===== config.mk =====
export PLATFORM = sky130hd
export DESIGN_NAME = mem_arbiter
export DESIGN_NICKNAME = d
export VERILOG_FILES = /design/src/rtl/mem_arbiter.sv
export SDC_FILE = /design/constraint.sdc
export NUM_CORES = 1
export LEC_CHECK = 0
export CORE_UTILIZATION = 41
export CTS_CLUSTER_DIAMETER = 50
export DETAILED_ROUTE_END_ITERATION = 7
export PLACE_DENSITY = 0.86
export SLEW_MARGIN = 15
export SYNTH_ARGS = -nofsm -noshare
export SYNTH_HDL_FRONTEND = slang
export SYNTH_SLANG_ARGS = --single-unit
export TNS_END_PERCENT = 1

===== constraint.sdc =====
create_clock -name clk -period 5.2 [get_ports clk]
set_clock_uncertainty 0.2 [all_clocks]
set_input_delay 1.56 -clock clk [delete_from_list [all_inputs] [get_ports clk]]
set_output_delay 1.56 -clock clk [all_outputs]
set_load 0.005 [all_outputs]

===== src/rtl/mem_arbiter.sv =====
`default_nettype none
// ============================================================================
// Module   : mem_arbiter
// Purpose  : Shares one single-port synchronous memory (1-cycle read latency)
//            between instruction fetch (I, read-only) and load/store (D).
//            Optional fetch starvation guard: MEM_ARB_STARVE_GUARD_EN.
// Revision : 1.0 - initial release
// ============================================================================
module mem_arbiter #(
    parameter int ADDR     = 16,
    parameter int WORD     = 32,
    parameter int MAX_WAIT = 4
) (
    input  logic            clk,
    input  logic            rst,
    // instruction fetch requester
    input  logic            i_req,
    input  logic [ADDR-1:0] i_addr,
    input  logic            i_flush,
    output logic            i_gnt,
    output logic            i_rvalid,
    output logic [WORD-1:0] i_rdata,
    // load/store requester
    input  logic            d_req,
    input  logic            d_we,
    input  logic [ADDR-1:0] d_addr,
    input  logic [WORD-1:0] d_wdata,
    output logic            d_gnt,
    output logic            d_rvalid,
    output logic [WORD-1:0] d_rdata,
    // unified memory
    output logic [ADDR-1:0] mem_a,
    output logic            mem_w,
    output logic [WORD-1:0] mem_d,
    input  logic [WORD-1:0] mem_q
);

    // A zero wait limit would leave the guard counter without any bits.
    if (MAX_WAIT < 1) begin : g_bad_max_wait
        $error("mem_arbiter: MAX_WAIT must be at least 1");
    end

    logic            w_i_gnt;
    logic            w_d_gnt;
    logic            w_i_rvalid;
    logic            w_d_rvalid;
    logic            r_pend_i;
    logic            r_pend_d;
    logic [WORD-1:0] r_i_rdata;
    logic [WORD-1:0] r_d_rdata;

`ifdef MEM_ARB_STARVE_GUARD_EN
    localparam int c_cnt_w = $clog2(MAX_WAIT + 1);

    logic [c_cnt_w-1:0] r_wait_cnt;
    logic               w_force_i;

    // Once fetch has waited MAX_WAIT cycles it takes this cycle; D keeps its request held.
    assign w_force_i = (r_wait_cnt == c_cnt_w'(MAX_WAIT)) & i_req & ~i_flush;
    assign w_d_gnt   = d_req & ~w_force_i;
    assign w_i_gnt   = i_req & ~i_flush & (~d_req | w_force_i);

    always_ff @(posedge clk) begin
        if (rst) begin
            r_wait_cnt <= '0;
        end else if (w_i_gnt || !i_req) begin
            r_wait_cnt <= '0;
        end else if (!i_flush && (r_wait_cnt != c_cnt_w'(MAX_WAIT))) begin
            r_wait_cnt <= r_wait_cnt + c_cnt_w'(1);
        end
    end
`else
    assign w_d_gnt = d_req;
    assign w_i_gnt = i_req & ~d_req & ~i_flush;
`endif

    assign i_gnt = w_i_gnt;
    assign d_gnt = w_d_gnt;

    assign mem_a = w_d_gnt ? d_addr : (w_i_gnt ? i_addr : '0);
    assign mem_w = w_d_gnt & d_we;
    assign mem_d = w_d_gnt ? d_wdata : '0;

    // Stores finish at grant, so only loads leave a response pending.
    always_ff @(posedge clk) begin
        if (rst) begin
            r_pend_i <= 1'b0;
            r_pend_d <= 1'b0;
        end else begin
            r_pend_i <= w_i_gnt;
            r_pend_d <= w_d_gnt & ~d_we;
        end
    end

    // A response due in the reset cycle is dropped along with the pend state.
    assign w_i_rvalid = r_pend_i & ~i_flush & ~rst;
    assign w_d_rvalid = r_pend_d & ~rst;

    always_ff @(posedge clk) begin
        if (rst) begin
            r_i_rdata <= '0;
            r_d_rdata <= '0;
        end else begin
            if (w_i_rvalid) begin
                r_i_rdata <= mem_q;
            end
            if (w_d_rvalid) begin
                r_d_rdata <= mem_q;
            end
        end
    end

    assign i_rvalid = w_i_rvalid;
    assign d_rvalid = w_d_rvalid;
    assign i_rdata  = w_i_rvalid ? mem_q : r_i_rdata;
    assign d_rdata  = w_d_rvalid ? mem_q : r_d_rdata;

endmodule
`default_nettype wire


## Yosys cells after proc, flatten, opt, wreduce, memory -nomap -nowiden

Cells that the tools add are included.

- Input port bits: 102
- Output and inout bits: 117
- Register bits: 66
- Logic and storage cells: 20

- Multiplexer cells: 5
- Bitwise logic cells: 11

Operator list:

| kind | count |
|---|---|
| two-way mux 32 bit | 3 |
| two-way mux 16 bit | 2 |
| AND 1 bit | 7 |
| NOT 1 bit | 4 |

## Longest topological paths before layout

Gate-level depths: netlist of run 1.

- Depth in word-level cells: 5
- Depth in mapped cells: 5

## Worst setup path before layout of run 1

No wires, ideal clock.

- Path type: input port to output port
- Start: input port i_flush
- End: output port i_rdata[10]
- Path slack: 1.002 ns
- Stages: 5
- Required time: 3.440 ns
- Arrival time: 2.438 ns
- Buffers on the path: 2
- Path through: nand2b_1 buf_6 nor2_8 buf_6 mux2_2

- Word-level cells in the longest chain between the ends: 4

RTL lines:

| what | line | source |
|---|---|---|
| from (decl) | 19 | `input logic i_flush,` |
| NOT 1 bit | 96 | `assign w_i_rvalid = r_pend_i & ~i_flush & ~rst;` |
| AND 1 bit (2 in series) | 96 |  |
| two-way mux 32 bit | -- |  |
| to (decl) | 22 | `output logic [WORD-1:0] i_rdata,` |

Every way passes these cells.

## Worst setup path after layout of run 1

- Start: input port i_flush
- End: output port mem_a[14]

- Word-level cells in the longest chain between the ends: 4

RTL lines:

| what | line | source |
|---|---|---|
| NOT 1 bit | 74 | `assign w_i_gnt = i_req & ~d_req & ~i_flush;` |
| AND 1 bit | 74 |  |
| two-way mux 16 bit (2 in series) | 80 | `assign mem_a = w_d_gnt ? d_addr : (w_i_gnt ? i_addr : '0);` |
| to (decl) | 32 | `output logic [ADDR-1:0] mem_a,` |

Every way passes these cells.

==> impl_metrics.env, run 1 <==
export IMPL_initial_core_util_pct=42.7
export IMPL_layout_nets=725
export IMPL_synth_seq_cells=66
export IMPL_finalPower_mw=1.24
export IMPL_clk_pin_slew_ns=0.07
export IMPL_synth_simple_area_share_pct=20.4
export IMPL_synthTopCellsByArea="dfxtp_1, mux2_4, nand2_1"
export IMPL_critPathKind="in2out"
export IMPL_fp_dieH_um=97.6
export IMPL_io_buffer_count=218
export IMPL_synth_edf_count=0
export IMPL_finalHoldViolations=0
export IMPL_synth_area_mux_share_pct=31.6
export IMPL_synth_top_family_by_area="multiplexers"
export IMPL_synth_area_per_cell_um2=8.96
export IMPL_diodes=0
export IMPL_yosysMostFrequentCell="nand2_1"
export IMPL_dp_slack_ns=0.0631
export IMPL_drtIter0Drc=112
export IMPL_yosysTopAreaCell="dfxtp_1"
export IMPL_antenna_found_initial=0
export IMPL_routed_wl_mm=11.9
export IMPL_cap_violations=0
export IMPL_viasPerCell=5.01
export IMPL_hold_class="reg2reg"
export IMPL_dp_hpwl_mm=9.37
export IMPL_grt_pass1_vias=3673
export IMPL_synth_compound_area_share_pct=6.42
export IMPL_crit_slowest_cell="clkdlybuf4s50_1"
export IMPL_die_width_um=97.6
export IMPL_critPathCaptureType="output pin"
export IMPL_grt_first_pass_wirelength_mm=18.3
export IMPL_path_cells="clkdlybuf4s50_1 > buf_4 > nor2b_1 > buf_4 > nand2_1 > o21ai_0 > clkdlybuf4s50_1"
export IMPL_yosys_warnings=0
export IMPL_seq_area_frac_synth_pct=35.3
export IMPL_synth_cell_types=23
export IMPL_critPathBufInv=4
export IMPL_cts_root_buf="clkbuf_8"
export IMPL_drive_gt1_share_pct=15.6
export IMPL_globalplace_congestion=0.834
export IMPL_async_flop_share_pct=0
export IMPL_crit_required_ns=3.44
export IMPL_setup_ws_ns=0.0965
export IMPL_worst_setup_path_start_kind="input port"
export IMPL_wl_per_cell_um=16.2
export IMPL_synthFlopType="dfxtp_1"
export IMPL_final_period_utilization_pct=98.1
export IMPL_ant_nets=0
export IMPL_grt_start_max_net_pins=40
export IMPL_cts_setup_buffers=0
export IMPL_synth_xor_area_share_pct=0
export IMPL_core_area_um2=8760
export IMPL_area_delta_synth_final_pct=64.6
export IMPL_cellPowerDensity_nw_per_um2=201
export IMPL_num_io_pins=219
export IMPL_crit_path_max_fanout=16
export IMPL_fmax_mhz=196
export IMPL_synth_top_cell_area_share_pct=35.3
export IMPL_clock_latency_ns=0.32
export IMPL_rsz0062_at_grt="false"
export IMPL_synth_nets=520
export IMPL_crit_path_max_incr_delay_ns=0.56
export IMPL_finalMaxSlewViolations=0
export IMPL_max_vdd_ir_drop_mv=0.145
export IMPL_status="finished, final reports clean"
export IMPL_synthAdderAreaFrac_pct=0
export IMPL_gr_usage_all_layers_pct=24.3
export IMPL_cts_path_max_buffers=2
export IMPL_htree_levels=3
export IMPL_overflow=0
export IMPL_cts_tree="done"
export IMPL_drc=0
export IMPL_setup_viol=0
export IMPL_dr_pass1_iters=5
export IMPL_fill_cells=670
export IMPL_crit_arrival_ns=3.34
export IMPL_synth_area_um2=3740
export IMPL_synth_cells=418
export IMPL_cts_sinks=66
export IMPL_ys_top_cells_by_count="nand2_1, dfxtp_1, mux2_4"
export IMPL_cts_buffers=9
export IMPL_leakagePower_nw=2.41
export IMPL_dieArea_um2=9520
export IMPL_min_period_ns=5.10
export IMPL_cpLargestDelayFamily="buffers and inverters"
export IMPL_num_rows=34
export IMPL_tns_ns=0
export IMPL_num_vias=3683
export IMPL_worstMarginPinSlew_ns=0.556
export IMPL_slew_headroom_pct=62.9
final timing paths:
check / from / to / slack, ns / cells past startpoint
max: i_flush / mem_a[14] / 0.1 / 7
min: r_i_rdata[3] / r_i_rdata[3] / 0.26 / 2
max reg2reg: r_pend_d / r_d_rdata[28] / 3.69 / 3
min reg2reg: r_i_rdata[3] / r_i_rdata[3] / 0.26 / 2
layer usage:
layer	vias to the layer above	share of wire [%]	GRT usage [%]
met5	-	0	0
met4	0	3.2	11.7
met3	22	5.6	4.82
met2	140	56	47.2
met1	1730	35	24.4
li1	1791	-	-
worst min-delay path: stages (launching register included):
cell and delay [ns]:
dfxtp_1 0.31, nand2_1 0.05, a21oi_1 0.05
repair_timing:
action	4_1_cts	5_1_grt
hold buffers	0	0
gates resized for setup	0	1
setup endpoints to repair	0	6
cells by family after synthesis:
logic type / after synthesis
AND/OR/NAND/NOR: 170
multiplexers: 96
buffers and inverters: 38
flip-flops: 66
AO/OA/AOI/OAI: 48
flip-flops by register name, indices dropped and copies added, names as in the netlist:
name and cells:
r_d_rdata 32, r_i_rdata 32, r_pend_d 1, r_pend_i 1
cell type report:
class / count / area (um2) / share of cell area, %
Inverter: 1 / 3.75 / 0.0609
Tap cell: 108 / 135 / 2.19
Clock buffer: 13 / 169 / 2.74
Timing Repair Buffer: 231 / 2310 / 37.4
Clock inverter: 2 / 35.0 / 0.568
Multi-Input combinational cell: 314 / 2190 / 35.5
Sequential cell: 66 / 1320 / 21.5
cell usage in the layout, fill, tap and decap left out, types with 2 or more instances in the layout:
master           instances
mux2i_1                 32
a21oi_1                 32
mux2_2                  26
dfxtp_1                 65
buf_12                   3
mux2_4                  38
o21ai_0                 15
nand2_1                 96
and2_1                  33
buf_2                    2
buf_4                   10
nor2_1                  33
clkdlybuf4s50_1        216
clkbuf_8                12
report_power, final:
group          internal, mW  switching [mW]  total, mW
logic                 0.178          0.0976      0.276
registers             0.518         0.00655      0.524
clock network         0.258           0.180      0.438
through the flow:
stage               instance area, um2  hold WS (ns)  instances  utilization (%)
detailed placement                5960         0.248        720             68.0
global route                      6160         0.284        735             70.3
CTS                               6160         0.257        735             70.3
floorplan                         3740         0.234        418                -
finish                            6160         0.260        735             70.3
global placement                  5960         0.242        720             68.0
No activity file was read; power rests on OpenSTA's default activity.
==> run 2, diff against run 1 <==
--- a/config.mk
+++ b/config.mk
@@ -5,10 +5,11 @@
 export SDC_FILE = /design/constraint.sdc
 export NUM_CORES = 1
 export LEC_CHECK = 0
-export CORE_UTILIZATION = 41
+export CORE_UTILIZATION = 42
+export CTS_BUF_LIST = sky130_fd_sc_hd__clkbuf_4
 export CTS_CLUSTER_DIAMETER = 50
 export DETAILED_ROUTE_END_ITERATION = 7
-export PLACE_DENSITY = 0.86
+export PLACE_DENSITY = 0.88
 export SLEW_MARGIN = 15
 export SYNTH_ARGS = -nofsm -noshare
 export SYNTH_HDL_FRONTEND = slang
==> run 2 against run 1 <==
Non-clock buffer count increased by 2; die area decreased by 2.3%; hold slack improved by 0.0012 ns; utilization decreased by 0.12 points; critical path depth decreased by 1; register-to-register slack improved by 0.02 ns; power decreased by 14%; maximum frequency decreased by 0.32%; clock power decreased by 38%; cell count increased by 0.54%; critical path type unchanged.
==> impl_metrics.env, run 2 (synthesis results as in run 1) <==
export IMPL_status="finished, final reports clean"
export IMPL_grt_start_max_net_pins=48
export IMPL_dp_hpwl_mm=8.94
export IMPL_dieArea_um2=9290
export IMPL_finalHoldViolations=0
export IMPL_crit_slowest_cell="clkdlybuf4s50_1"
export IMPL_largest_registers="r_d_rdata (32), r_i_rdata (32)"
export IMPL_crit_path_max_fanout=11
export IMPL_hold_end="r_i_rdata[2]"
export IMPL_io_buffer_count=218
export IMPL_p_switching_mw=0.270
export IMPL_min_from="r_i_rdata[2]"
export IMPL_finalMaxSlewViolations=0
export IMPL_drc=0
export IMPL_p_comb_share_pct=25.7
export IMPL_power_frac_clock_pct=25.3
export IMPL_cellPowerDensity_nw_per_um2=176
export IMPL_num_vias=3692
export IMPL_critPathKind="in2out"
export IMPL_clock_latency_ns=0.38
export IMPL_viasPerCell=5.00
export IMPL_crit_arrival_ns=3.36
export IMPL_globalplace_congestion=0.869
export IMPL_p_sw_share_pct=25.2
export IMPL_drtIter0Drc=69
export IMPL_cts_hold_buf=0
export IMPL_cts_setup_buffers=0
export IMPL_internal_power_mw=0.800
export IMPL_min_period_ns=5.12
export IMPL_htree_levels=3
export IMPL_area_delta_synth_final_pct=62.8
export IMPL_worst_setup_path_start_kind="input port"
export IMPL_drive_gt1_share_pct=15.7
export IMPL_initial_core_util_pct=43.1
export IMPL_finalPower_mw=1.07
export IMPL_tns_ns=0
export IMPL_regToRegEndpoint="r_d_rdata[26]"
export IMPL_crit_required_ns=3.44
export IMPL_seqPwrFrac_pct=49.0
export IMPL_path_cells="clkdlybuf4s50_1 > nand2b_2 > nor2_8 > buf_12 > mux2_2 > clkdlybuf4s50_1"
export IMPL_final_period_utilization_pct=98.5
export IMPL_final_common_cell="clkdlybuf4s50_1"
export IMPL_cts_root_buf="clkbuf_4"
export IMPL_clk_pin_slew_ns=0.11
export IMPL_crit_path_max_incr_delay_ns=0.47
export IMPL_rsz0062_at_grt="false"
export IMPL_ant_nets=0
export IMPL_crit_top_cell="clkdlybuf4s50_1"
export IMPL_r2r_start="r_pend_d"
export IMPL_grt_pass1_vias=3587
export IMPL_overflow=0
export IMPL_num_io_pins=219
export IMPL_cts_sinks=66
export IMPL_dr_pass1_iters=6
export IMPL_cts_path_max_buffers=2
export IMPL_antenna_found_initial=1
export IMPL_worstMarginPinSlew_ns=0.566
export IMPL_layout_nets=727
export IMPL_final_cell_mix="clkdlybuf4s50_1, nand2_1, dfxtp_1"
export IMPL_core_area_um2=8680
export IMPL_max_vdd_ir_drop_mv=0.0871
export IMPL_num_rows=34
export IMPL_cts_buffers=9
export IMPL_gr_usage_all_layers_pct=24.3
export IMPL_cap_violations=0
export IMPL_wl_per_cell_um=15.4
export IMPL_routed_wl_mm=11.4
export IMPL_slew_headroom_pct=62.3
export IMPL_holdPathStages=2
export IMPL_r2r_setup_slack_ns=3.71
export IMPL_grt_first_pass_wirelength_mm=17.1
export IMPL_fmax_mhz=195
export IMPL_critPathCaptureType="output pin"
export IMPL_fp_dieH_um=96.4
export IMPL_die_width_um=96.4
export IMPL_cts_tree="done"
export IMPL_hold_class="reg2reg"
export IMPL_r2r_cells=3
export IMPL_setup_viol=0
export IMPL_leakagePower_nw=2.38
==> run 2: worst max path at each step <==
stage / start / endpoint / slack (ns)
floorplan: i_flush / i_rdata[10] / 1.00
global route: i_flush / i_rdata[2] / 0.03
finish: i_flush / i_rdata[12] / 0.08
global placement: i_flush / i_rdata[2] / 0.08
CTS: i_flush / i_rdata[12] / 0.04
detailed placement: i_flush / i_rdata[12] / 0.04
==> run 2: worst max-delay path, delay by kind of cell <==
kind / cells / cell delay [ns]
buffers and inverters: 3 / 1.05
muxes: 1 / 0.34
and+or+nand+nor: 2 / 0.40
==> run 2: layout make-up <==
| class | instances | area (um2) |
|---|---|---|
| flip-flops and latches | 66 | 1320 |
| diodes | 1 | 2.50 |
| well taps | 108 | 135 |
| clock inverters | 5 | 21.3 |
| repair buffers | 233 | 2330 |
| inverters | 1 | 3.75 |
| fillers | 699 | 2580 |
| multi-input cells | 314 | 2190 |
| clock buffers | 11 | 82.6 |
==> run 2: what timing repair did <==
item | CTS | global route
resized for setup | 0 | 2
setup endpoints to repair | 0 | 4
endpoints found under the hold margin | 0 | 0
==> run 2: power groups by stage <==
stage	logic [mW]	clock network [mW]	registers [mW]
5_1_grt	0.295	0.305	0.525
3_5_place_dp	0.276	0	0.535
4_1_cts	0.278	0.280	0.524
3_3_place_gp	0.272	0	0.535
2_1_floorplan	0.0965	0	0.533
6_report	0.275	0.271	0.524
==> run 2: per-stage QoR <==
step	area (um2)	cells	setup slack, ns	hold slack (ns)	util [%]
global route	6090	739	0.0266	0.283	70.2
finish	6090	739	0.0801	0.261	70.2
floorplan	3740	418	1.00	0.234	-
detailed placement	5980	722	0.0450	0.248	69.0
CTS	6090	738	0.0418	0.264	70.2
global placement	5980	722	0.0845	0.241	69.0
==> run 2: metal layers <==
layer	wire length, um	vias up	track usage [%]
li1	-	1788	-
met1	4160	1715	24.8
met2	6130	157	46.7
met3	629	32	4.46
met4	464	0	12.9
met5	0	-	0
==> run 3, diff against run 2 <==
--- a/config.mk
+++ b/config.mk
@@ -5,11 +5,11 @@
 export SDC_FILE = /design/constraint.sdc
 export NUM_CORES = 1
 export LEC_CHECK = 0
-export CORE_UTILIZATION = 42
+export CORE_ASPECT_RATIO = 0.7
+export CORE_UTILIZATION = 28
 export CTS_BUF_LIST = sky130_fd_sc_hd__clkbuf_4
 export CTS_CLUSTER_DIAMETER = 50
 export DETAILED_ROUTE_END_ITERATION = 7
-export PLACE_DENSITY = 0.88
 export SLEW_MARGIN = 15
 export SYNTH_ARGS = -nofsm -noshare
 export SYNTH_HDL_FRONTEND = slang
==> run 3 against run 2 <==
Sequential power barely moved; setup slack improved by 0.016 ns; power rose by 11%; hold slack improved by 0.0017 ns; wire length rose by 7.7%; sequential share of layout area fell by 0.39 points; critical path depth did not move; non-clock buffer count fell by 4; highest routed layer unchanged.
==> impl_metrics.env, run 3 (synthesis results as in run 1) <==
export IMPL_setup_viol=0
export IMPL_multi_input_area_um2=2200
export IMPL_cts_setup_buffers=0
export IMPL_critPathKind="in2out"
export IMPL_rsz0062_at_grt="false"
export IMPL_fmax_mhz=196
export IMPL_overflow=0
export IMPL_worst_setup_path_start_kind="input port"
export IMPL_viasPerCell=4.52
export IMPL_tns_ns=0
export IMPL_fp_dieH_um=98.7
export IMPL_cts_buffers=9
export IMPL_final_cell_mix="clkdlybuf4s50_1, nand2_1, dfxtp_1"
export IMPL_num_rows=34
export IMPL_final_period_utilization_pct=98.1
export IMPL_crit_slowest_cell="clkdlybuf4s50_1"
export IMPL_routed_wl_mm=12.3
export IMPL_dp_hpwl_mm=9.13
export IMPL_cts_root_buf="clkbuf_4"
export IMPL_grt_start_max_net_pins=70
export IMPL_num_io_pins=219
export IMPL_path_cells="clkdlybuf4s50_1 > nand2b_4 > nor2_8 > buf_12 > mux2_2 > clkdlybuf4s50_1"
export IMPL_crit_arrival_ns=3.34
export IMPL_critPathBufInv=3
export IMPL_antenna_found_initial=0
export IMPL_dr_pass1_iters=4
export IMPL_largest_registers="r_d_rdata (32), r_i_rdata (32)"
export IMPL_grt_first_pass_wirelength_mm=19.3
export IMPL_dieArea_um2=13800
export IMPL_hold_worst_slack_ns=0.263
export IMPL_leakagePower_nw=2.39
export IMPL_crit_path_max_fanout=16
export IMPL_layout_nets=723
export IMPL_cellPowerDensity_nw_per_um2=191
export IMPL_min_period_ns=5.10
export IMPL_cts_tree="done"
export IMPL_seqCellArea_um2=1320
export IMPL_initial_core_util_pct=29.4
export IMPL_num_vias=3563
export IMPL_grt_pass1_vias=3631
export IMPL_wl_per_cell_um=15.6
export IMPL_drive_gt1_share_pct=15.5
export IMPL_htree_levels=3
export IMPL_io_buffer_count=218
export IMPL_status="finished, final reports clean"
export IMPL_cap_violations=0
export IMPL_drtIter0Drc=143
export IMPL_crit_path_max_incr_delay_ns=0.48
export IMPL_crit_required_ns=3.44
export IMPL_globalplace_congestion=0.761
export IMPL_cts_path_max_buffers=2
export IMPL_ant_nets=0
export IMPL_gr_usage_all_layers_pct=18.1
export IMPL_postCtsResizedCells=0
export IMPL_clk_pin_slew_ns=0.11
export IMPL_drc=0
export IMPL_die_width_um=140
export IMPL_dp_slack_ns=0.0449
export IMPL_final_common_cell="clkdlybuf4s50_1"
export IMPL_hold_class="reg2reg"
export IMPL_area_delta_synth_final_pct=65.8
export IMPL_diodes=0
export IMPL_worstMarginPinSlew_ns=0.587
export IMPL_cts_sinks=66
export IMPL_finalHoldViolations=0
export IMPL_slew_headroom_pct=60.8
export IMPL_setup_ws_ns=0.0966
export IMPL_fill_cells=1199
export IMPL_cts_hold_buf=0
export IMPL_cpLargestDelayFamily="buffers and inverters"
export IMPL_clock_latency_ns=0.40
export IMPL_core_area_um2=12700
export IMPL_finalMaxSlewViolations=0
export IMPL_max_vdd_ir_drop_mv=0.117
export IMPL_crit_top_cell="clkdlybuf4s50_1"
export IMPL_critPathCaptureType="output pin"
[run 3: where the power goes]
| group | switching (mW) | internal [mW] | leakage, nW |
|---|---|---|---|
| Sequential | 0.00648 | 0.517 | 0.535 |
| Clock | 0.186 | 0.197 | 0.0838 |
| Combinational | 0.0961 | 0.180 | 1.77 |
[run 3: worst min-delay path, delay by kind of cell, from the launching register on]
family	cells	cell delay, ns
AO/OA/AOI/OAI	1	0.05
flip-flops	1	0.33
AND/OR/NAND/NOR	1	0.05
[run 3: final cells by class]
type	count	share of cell area, %
Inverter	1	0.0605
Clock buffer	10	1.21
Clock inverter	6	1.31
Tap cell	162	3.27
Multi-Input combinational cell	314	35.4
Timing Repair Buffer	229	37.4
Sequential cell	66	21.3
[run 3: final timing paths]
check	startpoint	endpoint	slack, ns	cells after the start
worst max register to register	r_pend_i	r_i_rdata[26]	3.43	4
worst min-delay path	r_i_rdata[22]	r_i_rdata[22]	0.26	2
worst max-delay path	i_flush	i_rdata[19]	0.1	6
worst min register to register	r_i_rdata[22]	r_i_rdata[22]	0.26	2
[run 3: per-stage QoR]
stage	instances	cell area (um2)	utilization, %	total power, mW
detailed placement	772	6040	47.5	0.812
floorplan	418	3740	-	0.630
global route	788	6210	48.8	1.25
CTS	788	6200	48.7	1.20
finish	788	6210	48.8	1.18
global placement	772	6040	47.5	0.809
[run 3: metal layers]
| layer | vias up | global-route usage [%] | share of wire, % |
|---|---|---|---|
| li1 | 1779 | - | - |
| met1 | 1648 | 22.1 | 45 |
| met2 | 124 | 30.1 | 47 |
| met3 | 12 | 6.32 | 7.3 |
| met4 | 0 | 4.99 | 0.96 |
| met5 | - | 0 | 0 |
